==> config.mk <==
export PLATFORM = sky130hd
export DESIGN_NAME = commit_sequencer
export DESIGN_NICKNAME = d
export VERILOG_FILES = /design/src/rtl/commit_sequencer.sv
export SDC_FILE = /design/constraint.sdc
export NUM_CORES = 1
export LEC_CHECK = 0
export ABC_AREA = 1
export CORE_ASPECT_RATIO = 1.2
export CORE_UTILIZATION = 44
export DETAILED_ROUTE_END_ITERATION = 12
export PLACE_DENSITY = 0.87
export SETUP_SLACK_MARGIN = 0.2
export SYNTH_ARGS = -nofsm -noshare
export SYNTH_HDL_FRONTEND = slang
export SYNTH_SLANG_ARGS = --single-unit
==> constraint.sdc <==
create_clock -name clk_i -period 1.9 [get_ports clk_i]
set_input_delay 0.285 -clock clk_i [delete_from_list [all_inputs] [get_ports clk_i]]
set_output_delay 0.285 -clock clk_i [all_outputs]
set_load 0.005 [all_outputs]
==> src/rtl/commit_sequencer.sv <==
// Commit sequencer: classifies the ROB head entry and sequences its retirement
// through the RF / store buffer / CSR handshakes. Optional instret counter: LEN5_COMMIT_PERF_EN.
module commit_sequencer #(
  parameter int unsigned XLEN      = 64,
  parameter int unsigned ILEN      = 32,
  parameter int unsigned ROB_IDX_W = 6,
  parameter int unsigned EXC_W     = 5
) (
  input  logic                 clk_i,
  input  logic                 rst_n_i,
  input  logic                 rob_valid_i,
  output logic                 rob_ready_o,
  input  logic [ILEN-1:0]      rob_instr_i,
  input  logic [ROB_IDX_W-1:0] rob_idx_i,
  input  logic                 rob_except_i,
  input  logic [EXC_W-1:0]     rob_exc_code_i,
  output logic                 rf_valid_o,
  input  logic                 rf_ready_i,
  output logic                 sb_valid_o,
  input  logic                 sb_ready_i,
  input  logic                 sb_empty_i,
  output logic                 csr_valid_o,
  input  logic                 csr_ready_i,
  input  logic                 irq_pending_i,
  output logic [ROB_IDX_W-1:0] comm_idx_o,
  output logic                 retire_o,
  output logic                 flush_o,
  output logic                 trap_o,
  output logic                 mret_o,
  output logic [EXC_W-1:0]     exc_code_o
`ifdef LEN5_COMMIT_PERF_EN
  ,
  input  logic                 instret_clr_i,
  output logic [XLEN-1:0]      instret_o
`endif
);

  if (ILEN != 32 || XLEN < 32) begin : g_bad_cfg
    $error("commit_sequencer: unsupported ILEN/XLEN");
  end

  typedef enum logic [2:0] {
    CT_INT, CT_STORE, CT_BRANCH, CT_CSR, CT_EXCEPT, CT_MRET, CT_WFI, CT_FENCE
  } ctype_e;

  typedef enum logic [2:0] {
    S_IDLE, S_COMMIT, S_DRAIN, S_WFI, S_FLUSH
  } state_e;

  state_e               state_q;
  ctype_e               type_q;
  logic [ROB_IDX_W-1:0] idx_q;
  logic                 rf_valid_q, sb_valid_q, csr_valid_q;
  logic                 flush_q, trap_q, mret_q;
  logic [EXC_W-1:0]     exc_q;

  ctype_e               dec_type;
  logic [EXC_W-1:0]     dec_code;
  logic                 retire_now;

  logic [6:0] opc, f7;
  logic [2:0] f3;
  assign opc = rob_instr_i[6:0];
  assign f3  = rob_instr_i[14:12];
  assign f7  = rob_instr_i[31:25];

  // Anything not explicitly recognised below falls through as an illegal instruction.
  always_comb begin
    dec_type = CT_EXCEPT;
    dec_code = EXC_W'(2);
    case (opc)
      7'b0110011:
        if (f7 == 7'h00 || f7 == 7'h01 || (f7 == 7'h20 && (f3 == 3'd0 || f3 == 3'd5)))
          dec_type = CT_INT;
      7'b0111011:
        if ((f7 == 7'h00 && (f3 == 3'd0 || f3 == 3'd1 || f3 == 3'd5)) ||
            (f7 == 7'h20 && (f3 == 3'd0 || f3 == 3'd5)) ||
            (f7 == 7'h01 && f3 != 3'd1 && f3 != 3'd2 && f3 != 3'd3))
          dec_type = CT_INT;
      7'b0010011:
        if (f3 == 3'd1) begin
          if (rob_instr_i[31:26] == 6'b000000) dec_type = CT_INT;
        end else if (f3 == 3'd5) begin
          if (rob_instr_i[31:26] == 6'b000000 || rob_instr_i[31:26] == 6'b010000) dec_type = CT_INT;
        end else begin
          dec_type = CT_INT;
        end
      7'b0011011:
        if (f3 == 3'd0 || (f3 == 3'd1 && f7 == 7'h00) ||
            (f3 == 3'd5 && (f7 == 7'h00 || f7 == 7'h20)))
          dec_type = CT_INT;
      7'b0110111, 7'b0010111, 7'b1101111: dec_type = CT_INT;
      7'b1100111: if (f3 == 3'd0) dec_type = CT_INT;
      7'b0000011: if (f3 != 3'd7) dec_type = CT_INT;
      7'b0100011: if (!f3[2]) dec_type = CT_STORE;
      7'b1100011: if (f3 != 3'd2 && f3 != 3'd3) dec_type = CT_BRANCH;
      7'b0001111: if (f3 == 3'd0) dec_type = CT_FENCE;
      7'b1110011:
        if (f3 != 3'd0 && f3 != 3'd4) begin
          dec_type = CT_CSR;
        end else if (rob_instr_i == 32'h0000_0073) begin
          dec_code = EXC_W'(11);
        end else if (rob_instr_i == 32'h0010_0073) begin
          dec_code = EXC_W'(3);
        end else if (rob_instr_i == 32'h3020_0073) begin
          dec_type = CT_MRET;
        end else if (rob_instr_i == 32'h1050_0073) begin
          dec_type = CT_WFI;
        end
      default: ;
    endcase
    if (rob_except_i) begin
      dec_type = CT_EXCEPT;
      dec_code = rob_exc_code_i;
    end
  end

  // Retirement is taken in the same cycle the awaited condition is observed.
  always_comb begin
    retire_now = 1'b0;
    case (state_q)
      S_COMMIT:
        case (type_q)
          CT_INT:    retire_now = rf_ready_i;
          CT_STORE:  retire_now = sb_ready_i;
          CT_CSR:    retire_now = csr_ready_i;
          CT_BRANCH: retire_now = 1'b1;
          default:   retire_now = 1'b0;
        endcase
      S_DRAIN: retire_now = sb_empty_i;
      S_WFI:   retire_now = irq_pending_i;
      S_FLUSH: retire_now = mret_q;
      default: retire_now = 1'b0;
    endcase
  end

  always_ff @(posedge clk_i or negedge rst_n_i) begin
    if (!rst_n_i) begin
      state_q     <= S_IDLE;
      type_q      <= CT_INT;
      idx_q       <= '0;
      rf_valid_q  <= 1'b0;
      sb_valid_q  <= 1'b0;
      csr_valid_q <= 1'b0;
      flush_q     <= 1'b0;
      trap_q      <= 1'b0;
      mret_q      <= 1'b0;
      exc_q       <= '0;
    end else begin
      flush_q <= 1'b0;
      trap_q  <= 1'b0;
      mret_q  <= 1'b0;
      exc_q   <= '0;
      case (state_q)
        S_IDLE:
          if (rob_valid_i) begin
            type_q <= dec_type;
            idx_q  <= rob_idx_i;
            case (dec_type)
              CT_INT:    begin rf_valid_q  <= 1'b1; state_q <= S_COMMIT; end
              CT_STORE:  begin sb_valid_q  <= 1'b1; state_q <= S_COMMIT; end
              CT_CSR:    begin csr_valid_q <= 1'b1; state_q <= S_COMMIT; end
              CT_BRANCH: state_q <= S_COMMIT;
              CT_FENCE:  state_q <= S_DRAIN;
              CT_WFI:    state_q <= S_WFI;
              CT_MRET:   begin flush_q <= 1'b1; mret_q <= 1'b1; state_q <= S_FLUSH; end
              default:   begin
                flush_q <= 1'b1;
                trap_q  <= 1'b1;
                exc_q   <= dec_code;
                state_q <= S_FLUSH;
              end
            endcase
          end
        S_COMMIT:
          if (retire_now) begin
            rf_valid_q  <= 1'b0;
            sb_valid_q  <= 1'b0;
            csr_valid_q <= 1'b0;
            if (type_q == CT_CSR) begin
              flush_q <= 1'b1;
              state_q <= S_FLUSH;
            end else begin
              state_q <= S_IDLE;
            end
          end
        S_DRAIN, S_WFI: if (retire_now) state_q <= S_IDLE;
        default: state_q <= S_IDLE;
      endcase
    end
  end

  assign rob_ready_o = (state_q == S_IDLE);
  assign rf_valid_o  = rf_valid_q;
  assign sb_valid_o  = sb_valid_q;
  assign csr_valid_o = csr_valid_q;
  assign comm_idx_o  = idx_q;
  assign retire_o    = retire_now;
  assign flush_o     = flush_q;
  assign trap_o      = trap_q;
  assign mret_o      = mret_q;
  assign exc_code_o  = exc_q;

`ifdef LEN5_COMMIT_PERF_EN
  logic [XLEN-1:0] instret_q;

  always_ff @(posedge clk_i or negedge rst_n_i) begin
    if (!rst_n_i)           instret_q <= '0;
    else if (instret_clr_i) instret_q <= '0;
    else if (retire_now)    instret_q <= instret_q + XLEN'(1);
  end

  assign instret_o = instret_q;
`endif

endmodule

==> impl_metrics.xml, run 1 <==
<?xml version="1.0" encoding="UTF-8"?>
<metrics>
  <group name="clock_network">
    <metric name="clk_transition_reported_paths" unit="ns">0.10</metric>
    <metric name="maximum_root_to_sink_buffer_count" unit="">2</metric>
    <metric name="clk_latency" unit="ns">0.28</metric>
    <metric name="tritoncts.num_buffers" unit="">3</metric>
    <metric name="hold_buffers" unit="">0</metric>
    <metric name="htreeDepth" unit="">1</metric>
    <metric name="numClockSinks" unit="">23</metric>
    <metric name="cts_tree" unit="">built</metric>
    <metric name="cts-root-buf" unit="">sky130_fd_sc_hd__clkbuf_8</metric>
  </group>
  <group name="global_routing">
    <metric name="grt_start_max_net_pins" unit="">24</metric>
    <metric name="first_pass_grt_wire_length" unit="um">9760</metric>
    <metric name="first_global_vias" unit="">2413</metric>
    <metric name="antenna_found_initial" unit="">0</metric>
    <metric name="global_route_usage_sum" unit="%">29.0</metric>
    <metric name="globalRouteOverflowTotal" unit="">0</metric>
  </group>
  <group name="synthesis">
    <metric name="ys_seq_elements" unit="">23</metric>
    <metric name="synth_enable_flop_cells" unit="">0</metric>
    <metric name="syn-instance-count" unit="">305</metric>
    <metric name="post-synth-top-count-cell" unit="">sky130_fd_sc_hd__nand2_1</metric>
    <metric name="yosys_most_used_dff" unit="">sky130_fd_sc_hd__dfrtp_1</metric>
    <metric name="synth.yosys.seq_area_share" unit="%">31.6</metric>
    <metric name="synth.top_cells.by_area" unit="">sky130_fd_sc_hd__dfrtp_1, sky130_fd_sc_hd__nand2_1, sky130_fd_sc_hd__nor2_1, sky130_fd_sc_hd__nand3_1, sky130_fd_sc_hd__inv_1</metric>
    <metric name="synth.lib_cells_used.distinct" unit="">24</metric>
    <metric name="list_of_most_frequent_post_synthesis_cells" unit="">sky130_fd_sc_hd__nand2_1, sky130_fd_sc_hd__nor2_1, sky130_fd_sc_hd__inv_1</metric>
    <metric name="syn_nets" unit="">357</metric>
    <metric name="synth_top_cell_by_area" unit="">sky130_fd_sc_hd__dfrtp_1</metric>
    <metric name="ys_async_sr_fraction" unit="%">100</metric>
    <metric name="synth_top_cell_area_share" unit="%">31.6</metric>
    <metric name="synth_area" unit="um2">1820</metric>
    <metric name="ys_warn_count" unit="">0</metric>
    <metric name="synth_area_per_cell" unit="um2">5.97</metric>
  </group>
  <group name="sta">
    <metric name="timing.fmax" unit="MHz">550</metric>
    <metric name="final_report_setup_violation_count" unit="">0</metric>
    <metric name="rsz_0062_raised_after_global_routing" unit="">yes</metric>
    <metric name="whs" unit="ns">0.360</metric>
    <metric name="finalWorstPathRequiredPeriod" unit="ns">1.82</metric>
    <metric name="timing.final.hold_violations" unit="">0</metric>
    <metric name="finalClockSkew" unit="ns">0.0127</metric>
    <metric name="worst_slew_margin_rel" unit="%">67.5</metric>
    <metric name="final_max_slew_viol_count" unit="">0</metric>
    <metric name="layout_worst_path_cycle_share" unit="%">95.7</metric>
    <metric name="max_slew.worst_pin.slew" unit="ns">0.483</metric>
    <metric name="layout_setup_ws" unit="ns">0.0821</metric>
  </group>
  <group name="place">
    <metric name="detailed_place_hpwl" unit="um">4440</metric>
    <metric name="gp_congestion" unit="">0.869</metric>
    <metric name="place_inst" unit="">460</metric>
    <metric name="portBuffers" unit="">70</metric>
    <metric name="pre_cts_slack" unit="ns">-0.266</metric>
    <metric name="postPlaceCellArea" unit="um2">2830</metric>
  </group>
  <group name="finish">
    <metric name="design_area" unit="um2">3250</metric>
    <metric name="nFillCells" unit="">246</metric>
    <metric name="final_net_count" unit="">484</metric>
    <metric name="finalNonFillerCells" unit="">485</metric>
    <metric name="area_growth_syn_to_layout" unit="%">78.4</metric>
    <metric name="multi_input_comb_area" unit="um2">1240</metric>
    <metric name="drive_above_1_share" unit="%">29.9</metric>
    <metric name="register_area" unit="um2">576</metric>
    <metric name="num_antenna_cells" unit="">0</metric>
  </group>
  <group name="status">
    <metric name="run_status" unit="">complete, no violations</metric>
  </group>
  <group name="setup_path">
    <metric name="arrival" unit="ns">2.00</metric>
    <metric name="cp_max_fo" unit="">3</metric>
    <metric name="start_kind" unit="">flop</metric>
    <metric name="setup.worst_path.end_class" unit="">flop</metric>
    <metric name="type_of_the_setup_path_with_the_least_slack" unit="">reg2reg</metric>
    <metric name="worstPathRequired" unit="ns">2.08</metric>
    <metric name="crit_path_top_delay_cell" unit="">sky130_fd_sc_hd__dfrtp_1</metric>
    <metric name="critical_path.most_common_cell" unit="">sky130_fd_sc_hd__nor2_1</metric>
    <metric name="crit_chain" unit="">buf_4 -&gt; nand2_1 -&gt; o21ai_0 -&gt; inv_1 -&gt; o21ai_2 -&gt; buf_4 -&gt; buf_6 -&gt; buf_6 -&gt; nand2_4 -&gt; nand3_4 -&gt; nor2_1 -&gt; nor2_1 -&gt; nor2_1</metric>
    <metric name="slowest_delay" unit="ns">0.38</metric>
  </group>
  <group name="die">
    <metric name="die_area" unit="um2">4400</metric>
    <metric name="chipHeight" unit="um">72.5</metric>
    <metric name="top_level_ports" unit="">71</metric>
    <metric name="initial_core_util" unit="%">46.2</metric>
    <metric name="die_w" unit="um">60.7</metric>
    <metric name="row_count" unit="">25</metric>
    <metric name="core_area" unit="um2">3940</metric>
  </group>
  <group name="job">
    <metric name="drv.max_cap_violation_count" unit="">0</metric>
  </group>
  <group name="route">
    <metric name="routed_wirelength" unit="um">7370</metric>
    <metric name="drt-wirelength-per-cell" unit="um">15.2</metric>
    <metric name="mean_number_of_vias_per_cell" unit="">5.29</metric>
    <metric name="dr.pass1.iters" unit="">7</metric>
    <metric name="drt_first_iter_violations" unit="">195</metric>
    <metric name="drtAntennaViolNets" unit="">0</metric>
    <metric name="detail_route.drc_violations" unit="">0</metric>
    <metric name="vias" unit="">2566</metric>
  </group>
  <group name="min_path">
    <metric name="min-delay-path-class" unit="">in2async</metric>
  </group>
  <group name="pwr">
    <metric name="fin_total_pwr" unit="mW">1.43</metric>
    <metric name="irDropWorstVdd" unit="V">0.000254</metric>
    <metric name="power.leakage" unit="nW">1.71</metric>
    <metric name="pd_cells" unit="nW/um2">441</metric>
  </group>
</metrics>
power breakdown:
group / leakage (nW) / switching [mW] / total (mW) / internal (mW)
sequential: 0.298 / 0.0341 / 0.575 / 0.541
combinational: 1.39 / 0.257 / 0.529 / 0.272
clock: 0.0255 / 0.180 / 0.327 / 0.147
registers in the layout (all words and copies together), names as in the netlist:
name / flops
trap_o: 1
state_q: 3
mret_o: 1
type_q: 3
comm_idx_o: 6
sb_valid_o: 1
csr_valid_o: 1
flush_o: 1
rf_valid_o: 1
exc_code_o: 5
cells by family after synthesis:
kind of cell           share of synthesized area (%)
AOI/OAI and AO/OA                               4.95
DFF                                             31.6
and+or+nand+nor                                 53.5
buffers and inverters                           9.90
path summary, 6_finish.rpt:
kind                                           startpoint                         to  slack, ns  cells past startpoint
worst max-delay path               state_q[1]$_DFFE_PN0P_     sb_valid_o$_DFFE_PN0P_       0.08                     13
worst min-delay path                              rst_n_i          flush_o$_DFF_PN0_       0.36                      2
worst max register to register     state_q[1]$_DFFE_PN0P_     sb_valid_o$_DFFE_PN0P_       0.08                     13
worst min register to register  comm_idx_o[0]$_DFFE_PN0P_  comm_idx_o[0]$_DFFE_PN0P_       0.49                      2
max in group asynchronous                         rst_n_i     state_q[2]$_DFFE_PN0P_       1.31                      2
min in group clk_i                        rob_instr_i[24]    exc_code_o[3]$_DFF_PN0_       0.41                      4
cells in the final DEF, fill, tap and decap left out:
cell,synthesis,routed
sky130_fd_sc_hd__nand2_4,1,3
sky130_fd_sc_hd__dfrtp_1,23,23
sky130_fd_sc_hd__inv_1,39,30
sky130_fd_sc_hd__inv_4,0,1
sky130_fd_sc_hd__a22oi_1,1,1
sky130_fd_sc_hd__buf_12,0,1
sky130_fd_sc_hd__o21ai_2,0,5
sky130_fd_sc_hd__buf_4,0,46
sky130_fd_sc_hd__nor2_1,61,47
sky130_fd_sc_hd__nand2_1,87,80
sky130_fd_sc_hd__nand4_4,0,1
sky130_fd_sc_hd__nor3_1,6,5
sky130_fd_sc_hd__nand3b_1,1,1
sky130_fd_sc_hd__nand3_1,34,27
sky130_fd_sc_hd__a21oi_1,2,1
sky130_fd_sc_hd__o211ai_1,2,2
sky130_fd_sc_hd__nand4_1,7,7
sky130_fd_sc_hd__nor2_4,1,8
sky130_fd_sc_hd__or2_1,1,1
sky130_fd_sc_hd__nand3_2,0,6
sky130_fd_sc_hd__nand2_2,6,11
sky130_fd_sc_hd__dlymetal6s2s_1,0,12
sky130_fd_sc_hd__nor3_2,0,1
sky130_fd_sc_hd__o21ai_0,9,3
sky130_fd_sc_hd__o21ai_1,1,2
sky130_fd_sc_hd__nor4_1,2,2
sky130_fd_sc_hd__a21oi_2,0,1
sky130_fd_sc_hd__clkbuf_8,0,3
sky130_fd_sc_hd__o21bai_1,1,1
sky130_fd_sc_hd__dlygate4sd2_1,0,16
sky130_fd_sc_hd__buf_6,0,6
sky130_fd_sc_hd__clkinv_2,0,1
sky130_fd_sc_hd__nand3_4,0,1
sky130_fd_sc_hd__clkdlybuf4s50_1,0,41
sky130_fd_sc_hd__inv_2,8,16
sky130_fd_sc_hd__nor2_2,9,16
sky130_fd_sc_hd__buf_2,0,1
sky130_fd_sc_hd__nor2_8,1,1
layout make-up:
class                   count  share of cell area, %
repair buffers            123                   35.1
multi-input cells         234                   38.2
clock buffers               3                   1.27
inverters                  47                   5.51
clock inverters             1                  0.154
flip-flops and latches     23                   17.7
well taps                  54                   2.08
stage by stage:
step	util, %	setup TNS, ns
floorplan	-	0
global placement	71.7	-1.45
detailed placement	71.7	-1.97
CTS	76.9	0
global route	82.4	0
finish	82.4	0
worst max-delay path, delay by kind of cell (launching register included):
| family | cells | cell delay (ns) |
|---|---|---|
| buf+inv | 5 | 0.54 |
| simple gates | 6 | 0.42 |
| compound gates | 2 | 0.39 |
| flops | 1 | 0.38 |
layer usage:
metal	GRT usage [%]	up-vias	part of all wire, %
met5	0	-	0
met4	8.84	0	3.3
met3	2.85	30	5.5
met2	57.9	119	55
met1	30.2	1202	36
li1	-	1215	-
repair_timing:
action                                  CTS  global route
pin swaps                                19            34
endpoints found under the setup margin   15            15
endpoints found under the hold margin     0             0
buffers inserted                         14             7
resized for setup                        49            51
(Power assumes the default switching activity.)
==> inputs of run 2 (changes only) <==
--- a/config.mk
+++ b/config.mk
@@ -7,9 +7,9 @@
 export LEC_CHECK = 0
 export ABC_AREA = 1
 export CORE_ASPECT_RATIO = 1.2
-export CORE_UTILIZATION = 44
+export CORE_UTILIZATION = 47
 export DETAILED_ROUTE_END_ITERATION = 12
-export PLACE_DENSITY = 0.87
+export PLACE_DENSITY = 0.91
 export SETUP_SLACK_MARGIN = 0.2
 export SYNTH_ARGS = -nofsm -noshare
 export SYNTH_HDL_FRONTEND = slang
==> constraint.sdc (replaced) <==
create_clock -name clk_i -period 2.3 [get_ports clk_i]
set_input_delay 0.345 -clock clk_i [delete_from_list [all_inputs] [get_ports clk_i]]
set_output_delay 0.345 -clock clk_i [all_outputs]
set_load 0.005 [all_outputs]
==> run 2 against run 1 <==
  * Worst setup slack improved by 0.25 ns
  * Register-to-register slack improved by 0.54 ns
  * Clock skew decreased by 0.0081 ns
  * Sequential power decreased by 18%
  * Sequential share of layout area increased by 3.8 points
  * Cell count decreased by 10%
  * Combinational power decreased by 33%
  * Flip-flop and latch count unchanged
  * Hold slack improved by 0.068 ns
  * Total power decreased by 25%
==> impl_metrics.xml, run 2 (synthesis results as in run 1) <==
<?xml version="1.0" encoding="UTF-8"?>
<metrics>
  <group name="die">
    <metric name="die_area" unit="um2">4130</metric>
    <metric name="chipHeight" unit="um">70.2</metric>
    <metric name="core_area" unit="um2">3660</metric>
    <metric name="die_w" unit="um">58.8</metric>
    <metric name="top_level_ports" unit="">71</metric>
    <metric name="initial_core_util" unit="%">49.7</metric>
    <metric name="row_count" unit="">24</metric>
  </group>
  <group name="status">
    <metric name="run_status" unit="">complete, no violations</metric>
  </group>
  <group name="pwr">
    <metric name="power.switching" unit="uW">310</metric>
    <metric name="seq_power_share" unit="%">43.9</metric>
    <metric name="p_comb_share" unit="%">33.1</metric>
    <metric name="irDropWorstVdd" unit="V">0.000196</metric>
    <metric name="fin_total_pwr" unit="mW">1.07</metric>
    <metric name="clockPowerShare" unit="%">22.9</metric>
    <metric name="switching_share" unit="%">29.1</metric>
    <metric name="power.leakage" unit="nW">1.32</metric>
    <metric name="pd_cells" unit="nW/um2">399</metric>
    <metric name="power.internal" unit="uW">757</metric>
  </group>
  <group name="route">
    <metric name="drtAntennaViolNets" unit="">0</metric>
    <metric name="dr.pass1.iters" unit="">4</metric>
    <metric name="routed_wirelength" unit="um">4780</metric>
    <metric name="detail_route.drc_violations" unit="">0</metric>
    <metric name="drt-wirelength-per-cell" unit="um">11.0</metric>
    <metric name="drt_first_iter_violations" unit="">129</metric>
    <metric name="vias" unit="">2169</metric>
    <metric name="mean_number_of_vias_per_cell" unit="">4.99</metric>
  </group>
  <group name="setup_path">
    <metric name="cp_max_fo" unit="">2</metric>
    <metric name="setup.worst_path.end_class" unit="">primary output</metric>
    <metric name="type_of_the_setup_path_with_the_least_slack" unit="">in2out</metric>
    <metric name="start_kind" unit="">input pin</metric>
    <metric name="arrival" unit="ns">1.62</metric>
    <metric name="worstPathRequired" unit="ns">1.96</metric>
  </group>
  <group name="finish">
    <metric name="design_area" unit="um2">2670</metric>
    <metric name="final_net_count" unit="">436</metric>
    <metric name="most-common-layout-cells" unit="">sky130_fd_sc_hd__nand2_1, sky130_fd_sc_hd__clkdlybuf4s50_1, sky130_fd_sc_hd__nor2_1</metric>
    <metric name="area_growth_syn_to_layout" unit="%">46.8</metric>
    <metric name="layout.cells.most_common" unit="">sky130_fd_sc_hd__nand2_1</metric>
    <metric name="drive_above_1_share" unit="%">9.66</metric>
    <metric name="num_antenna_cells" unit="">0</metric>
    <metric name="largest_reg_flops" unit="">6</metric>
  </group>
  <group name="clock_network">
    <metric name="clk_transition_reported_paths" unit="ns">0.08</metric>
    <metric name="tritoncts.num_buffers" unit="">3</metric>
    <metric name="hold_buffers" unit="">0</metric>
    <metric name="htreeDepth" unit="">1</metric>
    <metric name="maximum_root_to_sink_buffer_count" unit="">2</metric>
    <metric name="clk_latency" unit="ns">0.26</metric>
    <metric name="cts_tree" unit="">built</metric>
    <metric name="numClockSinks" unit="">23</metric>
    <metric name="cts-root-buf" unit="">sky130_fd_sc_hd__clkbuf_8</metric>
  </group>
  <group name="sta">
    <metric name="rsz_0062_raised_after_global_routing" unit="">yes</metric>
    <metric name="worst_slew_margin_rel" unit="%">60.5</metric>
    <metric name="final_report_setup_violation_count" unit="">0</metric>
    <metric name="finalClockSkew" unit="ns">0.00456</metric>
    <metric name="timing.final.hold_violations" unit="">0</metric>
    <metric name="summed_negative_setup_slack_over_all_endpoints" unit="ns">0</metric>
    <metric name="timing.fmax" unit="MHz">508</metric>
    <metric name="max_slew.worst_pin.slew" unit="ns">0.587</metric>
    <metric name="final_max_slew_viol_count" unit="">0</metric>
    <metric name="finalWorstPathRequiredPeriod" unit="ns">1.97</metric>
    <metric name="whs" unit="ns">0.428</metric>
    <metric name="layout_worst_path_cycle_share" unit="%">85.5</metric>
  </group>
  <group name="global_routing">
    <metric name="globalRouteOverflowTotal" unit="">0</metric>
    <metric name="first_global_vias" unit="">2078</metric>
    <metric name="first_pass_grt_wire_length" unit="um">8560</metric>
    <metric name="antenna_found_initial" unit="">0</metric>
    <metric name="global_route_usage_sum" unit="%">26.4</metric>
    <metric name="grt_start_max_net_pins" unit="">24</metric>
  </group>
  <group name="place">
    <metric name="detailed_place_hpwl" unit="um">4050</metric>
    <metric name="portBuffers" unit="">70</metric>
    <metric name="postPlaceCellArea" unit="um2">2610</metric>
    <metric name="gp_congestion" unit="">0.905</metric>
  </group>
  <group name="job">
    <metric name="drv.max_cap_violation_count" unit="">0</metric>
  </group>
  <group name="min_path">
    <metric name="min-delay-path-class" unit="">in2async</metric>
  </group>
</metrics>
[run 2: changes by cell type in the layout (fill, tap and decap cells not counted), moves of 9 or more]
| cell | previous run | this run |
|---|---|---|
| sky130_fd_sc_hd__nor2_1 | 47 | 60 |
| sky130_fd_sc_hd__buf_4 | 46 | 5 |
| sky130_fd_sc_hd__clkdlybuf4s50_1 | 41 | 69 |
| sky130_fd_sc_hd__inv_1 | 30 | 39 |
| sky130_fd_sc_hd__dlygate4sd2_1 | 16 | 1 |
| sky130_fd_sc_hd__dlymetal6s2s_1 | 12 | 0 |
[run 2: path summary, 6_finish.rpt]
| path | startpoint | endpoint | slack, ns | depth (start not counted) |
|---|---|---|---|---|
| setup reg to reg | state_q[1]$_DFFE_PN0P_ | csr_valid_o$_DFFE_PN0P_ | 0.62 | 9 |
| hold / removal | rst_n_i | flush_o$_DFF_PN0_ | 0.43 | 2 |
| max in group asynchronous | rst_n_i | type_q[1]$_DFFE_PN0P_ | 1.65 | 2 |
| hold reg to reg | comm_idx_o[0]$_DFFE_PN0P_ | comm_idx_o[0]$_DFFE_PN0P_ | 0.49 | 2 |
| setup / recovery | sb_ready_i | retire_o | 0.33 | 8 |
| min in group clk_i | comm_idx_o[0]$_DFFE_PN0P_ | comm_idx_o[0]$_DFFE_PN0P_ | 0.49 | 2 |
[run 2: area by class of cell]
type,instances,area [um2]
inverters,47,176
multi-input cells,234,1070
fillers,305,991
clock inverters,1,5.00
repair buffers,75,737
flip-flops and latches,23,576
clock buffers,3,41.3
well taps,52,65.1
[run 2: metrics by stage]
stage / std cells / setup slack, ns / utilization (%)
floorplan: 305 / 0.837 / -
global placement: 429 / 0.0658 / 71.1
detailed placement: 429 / -0.0215 / 71.1
CTS: 435 / 0.265 / 72.7
global route: 435 / 0.173 / 73.0
finish: 435 / 0.332 / 73.0
[run 2: metal layers]
| metal | GRT usage, % | share of wire, % | up-vias |
|---|---|---|---|
| li1 | - | - | 1116 |
| met1 | 32.0 | 41 | 965 |
| met2 | 45.7 | 52 | 76 |
| met3 | 3.52 | 4.6 | 12 |
| met4 | 11.1 | 1.9 | 0 |
| met5 | 0 | 0 | - |
[run 2: power by group through the flow]
stage	logic, mW	clock network, mW	registers, mW
4_1_cts	0.355	0.248	0.469
5_1_grt	0.395	0.266	0.475
6_report	0.354	0.245	0.469
2_1_floorplan	0.129	0	0.479
3_5_place_dp	0.352	0	0.478
3_3_place_gp	0.341	0	0.476
[run 2: worst max-delay path, cell delays in order]
cell	delay [ns]
sky130_fd_sc_hd__clkdlybuf4s50_1	0.46
sky130_fd_sc_hd__nand2_1	0.05
sky130_fd_sc_hd__nand3_1	0.08
sky130_fd_sc_hd__o211ai_1	0.11
sky130_fd_sc_hd__inv_1	0.09
sky130_fd_sc_hd__o21ai_1	0.07
sky130_fd_sc_hd__o21ai_1	0.17
sky130_fd_sc_hd__dlygate4sd2_1	0.25
[run 2: repair_timing]
item,in CTS,in global routing
pin swaps,1,0
resized for setup,2,3
endpoints found under the hold margin,0,0
setup buffers,2,0
endpoints found under the setup margin,1,3
==> inputs of run 3 (changes only) <==
--- a/config.mk
+++ b/config.mk
@@ -8,7 +8,9 @@
 export ABC_AREA = 1
 export CORE_ASPECT_RATIO = 1.2
 export CORE_UTILIZATION = 47
+export CTS_CLUSTER_SIZE = 24
 export DETAILED_ROUTE_END_ITERATION = 12
+export HOLD_SLACK_MARGIN = 0.08
 export PLACE_DENSITY = 0.91
 export SETUP_SLACK_MARGIN = 0.2
 export SYNTH_ARGS = -nofsm -noshare
==> results of run 3 <==
No change in the layout: final DEF, timing and power equal those of run 2.
